==> config.mk <==
export PLATFORM = sky130hd
export DESIGN_NAME = dmem_ctrl
export DESIGN_NICKNAME = d
export VERILOG_FILES = /design/src/rtl/dmem_ctrl.sv
export SDC_FILE = /design/constraint.sdc
export NUM_CORES = 1
export LEC_CHECK = 0
export ABC_AREA = 1
export CAP_MARGIN = 10
export CORE_MARGIN = 2
export CORE_UTILIZATION = 43
export CTS_CLUSTER_DIAMETER = 100
export DETAILED_ROUTE_END_ITERATION = 7
export PLACE_DENSITY = 0.78
export RECOVER_POWER = 100
export SKIP_LAST_GASP = 1
export SYNTH_ARGS = -nofsm -noshare
export SYNTH_HDL_FRONTEND = slang
export SYNTH_SLANG_ARGS = --single-unit
==> constraint.sdc <==
create_clock -name clk -period 2.6 [get_ports clk]
set_input_delay 0.78 -clock clk [delete_from_list [all_inputs] [get_ports clk]]
set_output_delay 0.78 -clock clk [all_outputs]
set_load 0.1 [all_outputs]
==> src/rtl/dmem_ctrl.sv <==
// dmem_ctrl: core data port to single-port SRAM bridge with window decode, wait states and sticky bus error.
// Latency 3+WAIT_CYC cycles in window, 1 out of window; one access in flight, requests held until the ready pulse.
module dmem_ctrl #(
  parameter int          ADDR_W    = 12,
  parameter logic [31:0] BASE_ADDR = 32'h0001_0000,
  parameter int          WAIT_CYC  = 0
) (
  input  logic              clk,
  input  logic              rstb,
  input  logic [31:0]       d_addr,
  input  logic              d_wr_req,
  output logic              d_wr_ready,
  input  logic              d_rd_req,
  output logic              d_rd_ready,
  input  logic [3:0]        d_be,
  input  logic [31:0]       d_wr_data,
  output logic [31:0]       d_rd_data,
  output logic              mem_cs,
  output logic              mem_we,
  output logic [ADDR_W-1:0] mem_addr,
  output logic [3:0]        mem_be,
  output logic [31:0]       mem_wdata,
  input  logic [31:0]       mem_rdata,
  output logic              err,
  output logic [1:0]        err_code,
  output logic [31:0]       err_addr,
  input  logic              err_clr
);

  localparam logic [31:0] WIN_MASK  = ~((32'd4 << ADDR_W) - 32'd1);
  localparam logic [3:0]  WAIT_LAST = 4'(WAIT_CYC > 0 ? WAIT_CYC - 1 : 0);
  localparam logic [1:0]  ERR_OOW   = 2'b01;
  localparam logic [1:0]  ERR_DUAL  = 2'b10;

  typedef enum logic [2:0] {S_IDLE, S_ISSUE, S_CAPT, S_WAIT, S_RESP} state_t;

  typedef struct packed {
    logic              we;
    logic [ADDR_W-1:0] addr;
    logic [3:0]        be;
    logic [31:0]       wdata;
  } mem_req_t;

  typedef struct packed {
    logic        flag;
    logic [1:0]  code;
    logic [31:0] addr;
  } err_t;

  state_t      state_q, state_d;
  logic [3:0]  cnt_q, cnt_d;
  logic        op_wr_q, op_wr_d;
  logic        wr_ready_q, wr_ready_d;
  logic        rd_ready_q, rd_ready_d;
  logic [31:0] rd_data_q, rd_data_d;
  logic        mem_cs_q, mem_cs_d;
  mem_req_t    mem_req_q, mem_req_d;
  err_t        err_q, err_d;
  logic        in_win;

  assign in_win = (d_addr & WIN_MASK) == BASE_ADDR;

  always_comb begin
    state_d    = state_q;
    cnt_d      = cnt_q;
    op_wr_d    = op_wr_q;
    wr_ready_d = 1'b0;
    rd_ready_d = 1'b0;
    rd_data_d  = rd_data_q;
    mem_cs_d   = 1'b0;
    mem_req_d  = mem_req_q;
    mem_req_d.we = 1'b0;
    err_d      = err_q;
    // A clear is overridden below by any error detected in the same cycle.
    if (err_clr) begin
      err_d = '0;
    end
    case (state_q)
      S_IDLE: begin
        if (d_wr_req || d_rd_req) begin
          op_wr_d = d_wr_req;
          if (!in_win) begin
            state_d    = S_RESP;
            wr_ready_d = d_wr_req;
            rd_ready_d = !d_wr_req;
            if (!d_wr_req) begin
              rd_data_d = '0;
            end
            err_d = '{flag: 1'b1, code: ERR_OOW, addr: d_addr};
          end else begin
            state_d   = S_ISSUE;
            mem_cs_d  = 1'b1;
            mem_req_d = '{we: d_wr_req, addr: d_addr[ADDR_W+1:2], be: d_be, wdata: d_wr_data};
            if (d_wr_req && d_rd_req) begin
              err_d = '{flag: 1'b1, code: ERR_DUAL, addr: d_addr};
            end
          end
        end
      end
      S_ISSUE: state_d = S_CAPT;
      S_CAPT: begin
        if (!op_wr_q) begin
          rd_data_d = mem_rdata;
        end
        if (WAIT_CYC == 0) begin
          state_d    = S_RESP;
          wr_ready_d = op_wr_q;
          rd_ready_d = !op_wr_q;
        end else begin
          state_d = S_WAIT;
          cnt_d   = '0;
        end
      end
      S_WAIT: begin
        if (cnt_q == WAIT_LAST) begin
          state_d    = S_RESP;
          wr_ready_d = op_wr_q;
          rd_ready_d = !op_wr_q;
        end else begin
          cnt_d = cnt_q + 4'd1;
        end
      end
      S_RESP:  state_d = S_IDLE;
      default: state_d = S_IDLE;
    endcase
  end

  always_ff @(posedge clk or negedge rstb) begin
    if (!rstb) begin
      state_q    <= S_IDLE;
      cnt_q      <= '0;
      op_wr_q    <= 1'b0;
      wr_ready_q <= 1'b0;
      rd_ready_q <= 1'b0;
      rd_data_q  <= '0;
      mem_cs_q   <= 1'b0;
      mem_req_q  <= '0;
      err_q      <= '0;
    end else begin
      state_q    <= state_d;
      cnt_q      <= cnt_d;
      op_wr_q    <= op_wr_d;
      wr_ready_q <= wr_ready_d;
      rd_ready_q <= rd_ready_d;
      rd_data_q  <= rd_data_d;
      mem_cs_q   <= mem_cs_d;
      mem_req_q  <= mem_req_d;
      err_q      <= err_d;
    end
  end

  assign d_wr_ready = wr_ready_q;
  assign d_rd_ready = rd_ready_q;
  assign d_rd_data  = rd_data_q;
  assign mem_cs     = mem_cs_q;
  assign mem_we     = mem_req_q.we;
  assign mem_addr   = mem_req_q.addr;
  assign mem_be     = mem_req_q.be;
  assign mem_wdata  = mem_req_q.wdata;
  assign err        = err_q.flag;
  assign err_code   = err_q.code;
  assign err_addr   = err_q.addr;

endmodule

==> flow_summary.yaml, run 1 <==
place:
  dp_slack_ns: 0.127
  place_area_um2: 8330
  place.gp.congestion: 0.820
  dp_hpwl_mm: 12.1
  io_buffers: 223
floorplanning:
  die_x_um: 123
  die_h_um: 123
  initial_utilization_pct: 44.0
  rows: 43
  core_um2: 13900
  dieArea_um2: 15200
  io_pins: 224
power:
  switching_share_pct: 42.8
  p_comb_share_pct: 37.4
  p_per_area_nw_per_um2: 846
  power_switching_w: 0.00309
  p_clk_share_pct: 30.7
  p_int_w: 0.00414
  leakagePower_nw: 4.85
  ir_drop_v: 0.000861
  p_seq_share_pct: 31.8
synth:
  synth_edf_count: 0
  syn_avg_cell_area_um2: 7.32
  yosysSeqAreaShare_pct: 52.1
  syn-num-nets: 941
  synth_seq_cells: 127
  synth_area_um2: 6100
  yosysWarnings: 0
  syn_inst: 834
  synthFlopType: "dfrtp_1"
  synthArstFlopShare_pct: 100
  synth_cell_types: 26
worst_setup_path:
  cp_max_fo: 49
  timing.rr.end: "mem_wdata[19]"
  crit_path_end_kind: "flop"
  path_class: "input pin to flop"
  startpoint_type: "input pin"
  worst-r2r-setup-slack_ns: 0.71
  cp.required_ns: 2.94
  r2r-start: "state_q[0]"
  r2r_cells: 8
  crit_arrival_ns: 2.54
global_route:
  grt_overflow: 0
  gr-usage-all-layers_pct: 22.9
  grt_max_degree: 61
  grt_pass1_wl_mm: 27.0
  first_global_vias: 5475
  antenna_found_initial: 0
layout:
  fillers: 1292
  fin_util_pct: 61.6
  finish.instance_area_um2: 8550
  finalNetCount: 1163
  area_delta_synth_final_pct: 40.0
  drive_above_1_share_pct: 16.5
  num_antenna_cells: 0
routing:
  post_drt_wl_per_cell_um: 13.8
  dr_wl_met2_mm: 8.18
  ant_nets: 0
  drc: 0
  met3WireLength_mm: 1.52
  firstDrtPassIters: 8
  m1WireLength_mm: 7.20
  dr.first_iter.drc_count: 390
  highest_layer: "met4"
  vias: 6017
  wl_mm: 17.2
  viasPerCell: 4.83
sta:
  rsz0062_at_grt: "false"
  hold-worst-slack_ns: 0.463
  slew-limit-headroom_pct: 1.11
  skew_ns: 0.00833
  hold_violations: 0
  finalWorstSetupSlack_ns: 0.405
  timing.final.crit_period_ns: 2.20
  setup_tns_ns: 0
  setup_viol_count_final: 0
  fmax_ghz: 0.456
  period_share_pct: 84.4
  worstMarginPinSlew_ns: 1.48
  slew_violations: 0
clock_tree:
  cts_hold_buf: 0
  cts_num_sinks: 127
  cts_setup_buffers: 0
  cts_tree: "done"
  cts_made_buffers: 17
  cts_root_buf: "clkbuf_16"
  clk_pin_slew_worst_paths_ns: 0.05
  cts_resized: 0
  clk_latency_ns: 0.41
  clk_path_buf_depth: 2
  cts.htree.levels: 4
job:
  max_cap_violations: 0
outcome:
  status: "finished clean"
min_path:
  hold_class: "flop to flop"
  hold_path_end: "d_rd_ready"
  holdCritStartpoint: "op_wr_q"
  hold_depth: 1
[layout make-up]
class,instances,area (um2),share of cell area (%)
Clock inverter,6,57.6,0.673
Sequential cell,127,3180,37.2
Multi-Input combinational cell,582,2420,28.3
Tap cell,180,225,2.63
Clock buffer,24,502,5.87
Inverter,79,297,3.47
Timing Repair Buffer,249,1870,21.9
[worst max path at each step]
stage	startpoint	to	slack, ns
2_1_floorplan	d_addr[22]	mem_addr[10]	0.71
3_3_place_gp	d_addr[16]	mem_wdata[18]	0.17
3_5_place_dp	d_addr[16]	mem_wdata[24]	0.13
4_1_cts	d_addr[16]	mem_wdata[17]	0.56
5_1_grt	d_addr[16]	mem_wdata[0]	0.27
6_report	d_addr[16]	mem_wdata[19]	0.40
[stage by stage]
step,power (W),instances
floorplan,0.00436,834
global placement,0.00516,1217
detailed placement,0.00518,1217
CTS,0.00744,1247
global route,0.00756,1247
finish,0.00723,1247
[cell usage after synthesis, types with 2 or more instances]
master | instances | area (um2)
nor2_1 | 88 | 330
nor3_1 | 2 | 10.0
nor2_4 | 2 | 22.5
inv_1 | 76 | 285
nand2_1 | 344 | 1290
ha_1 | 2 | 25.0
dfrtp_1 | 127 | 3180
o21ai_0 | 5 | 25.0
xor2_1 | 2 | 17.5
nand3_1 | 126 | 631
buf_2 | 14 | 70.1
a21oi_1 | 2 | 10.0
buf_1 | 3 | 11.3
clkbuf_1 | 27 | 101
nor2_2 | 2 | 12.5
inv_2 | 2 | 7.51
[critical path, cell delays in order]
cell	delay, ns
dlygate4sd3_1	0.55
inv_1	0.06
nor2_1	0.08
nand3_1	0.12
nor2_1	0.18
nand2_1	0.12
nor2_1	0.20
buf_12	0.26
nand2_1	0.08
nand2_1	0.08
[metal layers]
metal  global-route usage [%]  vias to the layer above
met1                     30.0                     2761
met4                     8.66                        0
met5                        0                        -
met2                     36.2                      244
li1                         -                     2990
met3                     6.18                       22
[kinds of logic after synthesis]
logic type | synth area share (%)
fa+ha+maj | 0.410
compound gates | 0.922
xor+xnor | 0.430
flops | 52.1
buf+inv | 8.16
simple gates | 38.0
[sequential cells by signal, summed over array words and instances (netlist names)]
| signal | flops |
|---|---|
| cnt_q | 4 |
| d_rd_ready | 1 |
| d_rd_data | 32 |
| mem_be | 4 |
| mem_wdata | 32 |
| d_wr_ready | 1 |
| mem_we | 1 |
| err_code | 2 |
| err_addr | 32 |
| state_q | 3 |
| err | 1 |
| op_wr_q | 1 |
| mem_cs | 1 |
| mem_addr | 12 |
[power groups by stage]
| stage | logic [W] | clock network (W) | registers, W |
|---|---|---|---|
| floorplan | 0.000685 | 0 | 0.00368 |
| finish | 0.00271 | 0.00222 | 0.00230 |
| global route | 0.00287 | 0.00237 | 0.00232 |
| detailed placement | 0.00285 | 0 | 0.00234 |
| CTS | 0.00285 | 0.00228 | 0.00231 |
| global placement | 0.00282 | 0 | 0.00233 |
[placed cells by master, fill, tap and decap left out]
cell	instances
a21boi_0	1
a21oi_1	2
buf_12	5
buf_4	15
bufinv_16	1
clkbuf_1	6
clkbuf_16	17
clkbuf_2	122
clkbuf_8	5
clkdlybuf4s50_1	102
clkinv_1	1
clkinv_2	4
clkinvlp_4	1
dfrtp_1	127
dlygate4sd3_1	1
ha_1	2
inv_1	76
inv_2	2
nand2_1	344
nand2_4	1
nand3_1	126
nand4_1	1
nor2_1	89
nor2_2	2
nor2_4	1
nor3_1	2
nor4_1	1
o21a_1	1
o21ai_0	5
o22ai_1	1
xnor2_1	1
xor2_1	2
Note: power is estimated with default switching activity, not from simulation.
==> inputs of run 2 (changes only) <==
- CORE_UTILIZATION: 43 -> 41
- clock period: 2.6 -> 1.9 ns (I/O delays scaled with it)
==> run 2 against run 1 <==
  * Clock skew decreased by 0.0025 ns
  * Count of clock-buffer cells in the layout decreased by 3
  * Routed wire length increased by 14%
  * Hold slack got worse by 0.19 ns
  * Global-route usage is 0.81 points higher
  * Sequential power is 37% higher
  * Via count grew 6.7%
  * Critical path depth is 1 higher
  * Clock power rose by 60%
  * Highest routed layer unchanged
==> flow_summary.yaml, run 2 (synthesis gave the netlist of run 1 again) <==
floorplanning:
  rows: 44
  initial_utilization_pct: 42.0
  core_um2: 14500
  dieArea_um2: 15900
  io_pins: 224
  die_h_um: 126
  die_x_um: 126
layout:
  final_cells: 1281
  num_antenna_cells: 0
  final_cell_mix: "nand2_1, dfrtp_1, nand3_1"
  finalNetCount: 1191
  area_delta_synth_final_pct: 50.1
  final_common_cell: "nand2_1"
  finish.instance_area_um2: 9160
  drive_above_1_share_pct: 19.5
sta:
  hold_violations: 0
  setup_viol_count_final: 0
  slew_violations: 0
  skew_ns: 0.00588
  timing.final.crit_period_ns: 1.86
  rsz0062_at_grt: "true"
  period_share_pct: 98.2
  fmax_ghz: 0.536
  slew-limit-headroom_pct: 39.6
  worstMarginPinSlew_ns: 0.906
routing:
  ant_nets: 0
  vias: 6423
  dr.first_iter.drc_count: 476
  firstDrtPassIters: 5
  wl_mm: 19.6
  drc: 0
  viasPerCell: 5.01
  post_drt_wl_per_cell_um: 15.3
global_route:
  grt_max_degree: 50
  grt_overflow: 0
  first_global_vias: 6095
  gr-usage-all-layers_pct: 23.7
  antenna_found_initial: 0
  grt_pass1_wl_mm: 30.3
power:
  leakagePower_nw: 5.11
  ir_drop_v: 0.000757
  p_per_area_nw_per_um2: 1160
worst_setup_path:
  crit_arrival_ns: 2.21
  cp_max_fo: 12
  max_stage_delay_ns: 0.48
  slowest_stage: "clkdlybuf4s50_1"
  cpMostUsedCell: "nand2_1"
  crit_path_end_kind: "flop"
  cp.required_ns: 2.25
  path_class: "input pin to flop"
  startpoint_type: "input pin"
  path_cells: "clkdlybuf4s50_1 -> inv_1 -> nor2_1 -> nand3_1 -> nor2_2 -> nand2_2 -> nor2_4 -> buf_12 -> buf_8 -> nand2_1 -> nand2_1"
place:
  dp_cells: 1243
  io_buffers: 223
  dp_hpwl_mm: 13.2
  place_area_um2: 10000
  place.gp.congestion: 0.810
clock_tree:
  clk_latency_ns: 0.42
  cts.htree.levels: 4
  cts_num_sinks: 127
  cts_tree: "done"
  cts_root_buf: "clkbuf_16"
  cts_made_buffers: 17
  clk_path_buf_depth: 2
  clk_pin_slew_worst_paths_ns: 0.05
min_path:
  hold_class: "input pin to async pin"
outcome:
  status: "finished clean"
job:
  max_cap_violations: 0
-- run 2: cell count changes in the layout (fill, tap and decap cells not counted), sizes merged --
cell	change
clkbuf	-43
dlygate4sd3	-1
clkinv	+1
bufinv	+4
buf	+68
clkdlybuf4s50	+1
-- run 2: area by class of cell --
type / instances / area, um2
clock buffer: 21 / 460
clock inverter: 11 / 186
sequential: 127 / 3180
tap: 184 / 230
fill: 1201 / 5370
inverter: 79 / 297
timing repair buffer: 277 / 2360
multi-input combinational: 582 / 2440
-- run 2: where the power goes --
part	internal [W]	switching, W	leakage (nW)	total, W
Clock	0.00239	0.00116	0.317	0.00355
Sequential	0.00298	0.000165	1.72	0.00314
Combinational	0.000917	0.00303	3.07	0.00395
Total	0.00628	0.00436	5.11	0.0106
-- run 2: path summary, 6_finish.rpt --
path / from / end / slack (ns) / depth (start not counted)
hold / removal: rstb / mem_wdata[16] / 0.28 / 1
min in group clk: mem_wdata[19] / mem_wdata[19] / 0.46 / 2
max in group asynchronous: rstb / err_addr[28] / 0.34 / 2
setup reg to reg: state_q[0] / mem_addr[4] / 0.25 / 9
setup / recovery: d_addr[16] / mem_addr[4] / 0.04 / 11
hold reg to reg: mem_wdata[19] / mem_wdata[19] / 0.46 / 2
-- run 2: per-stage QoR --
step / util [%] / hold WS (ns) / total power, W / setup slack (ns) / setup TNS (ns)
2_1_floorplan: - / 0.274 / 0.00597 / 0.218 / 0
3_3_place_gp: 68.9 / 0.444 / 0.00792 / -0.280 / -30.50
3_5_place_dp: 68.9 / 0.462 / 0.00797 / -0.342 / -36.10
4_1_cts: 73.3 / 0.0509 / 0.0116 / 0.0422 / 0
5_1_grt: 63.0 / 0.352 / 0.0111 / -0.0496 / -0.975
6_report: 63.0 / 0.277 / 0.0106 / 0.0351 / 0
-- run 2: what timing repair did --
| item | 4_1_cts | 5_1_grt |
|---|---|---|
| hold buffers | 0 | 0 |
| gates resized for setup | 0 | 5 |
| setup endpoints to repair | 0 | 112 |
| buffers inserted | 0 | 2 |
-- run 2: critical path: cells and delay by family --
family	cells	cell delay, ns
and+or+nand+nor	7	0.79
buffers and inverters	4	0.84
-- run 2: routing by layer --
| layer | vias up | part of all wire, % | track usage [%] |
|---|---|---|---|
| met5 | - | 0 | 0 |
| met1 | 2999 | 41 | 30.3 |
| met2 | 305 | 48 | 38.9 |
| li1 | 3061 | - | - |
| met4 | 0 | 3.5 | 10.5 |
| met3 | 58 | 7.4 | 4.97 |
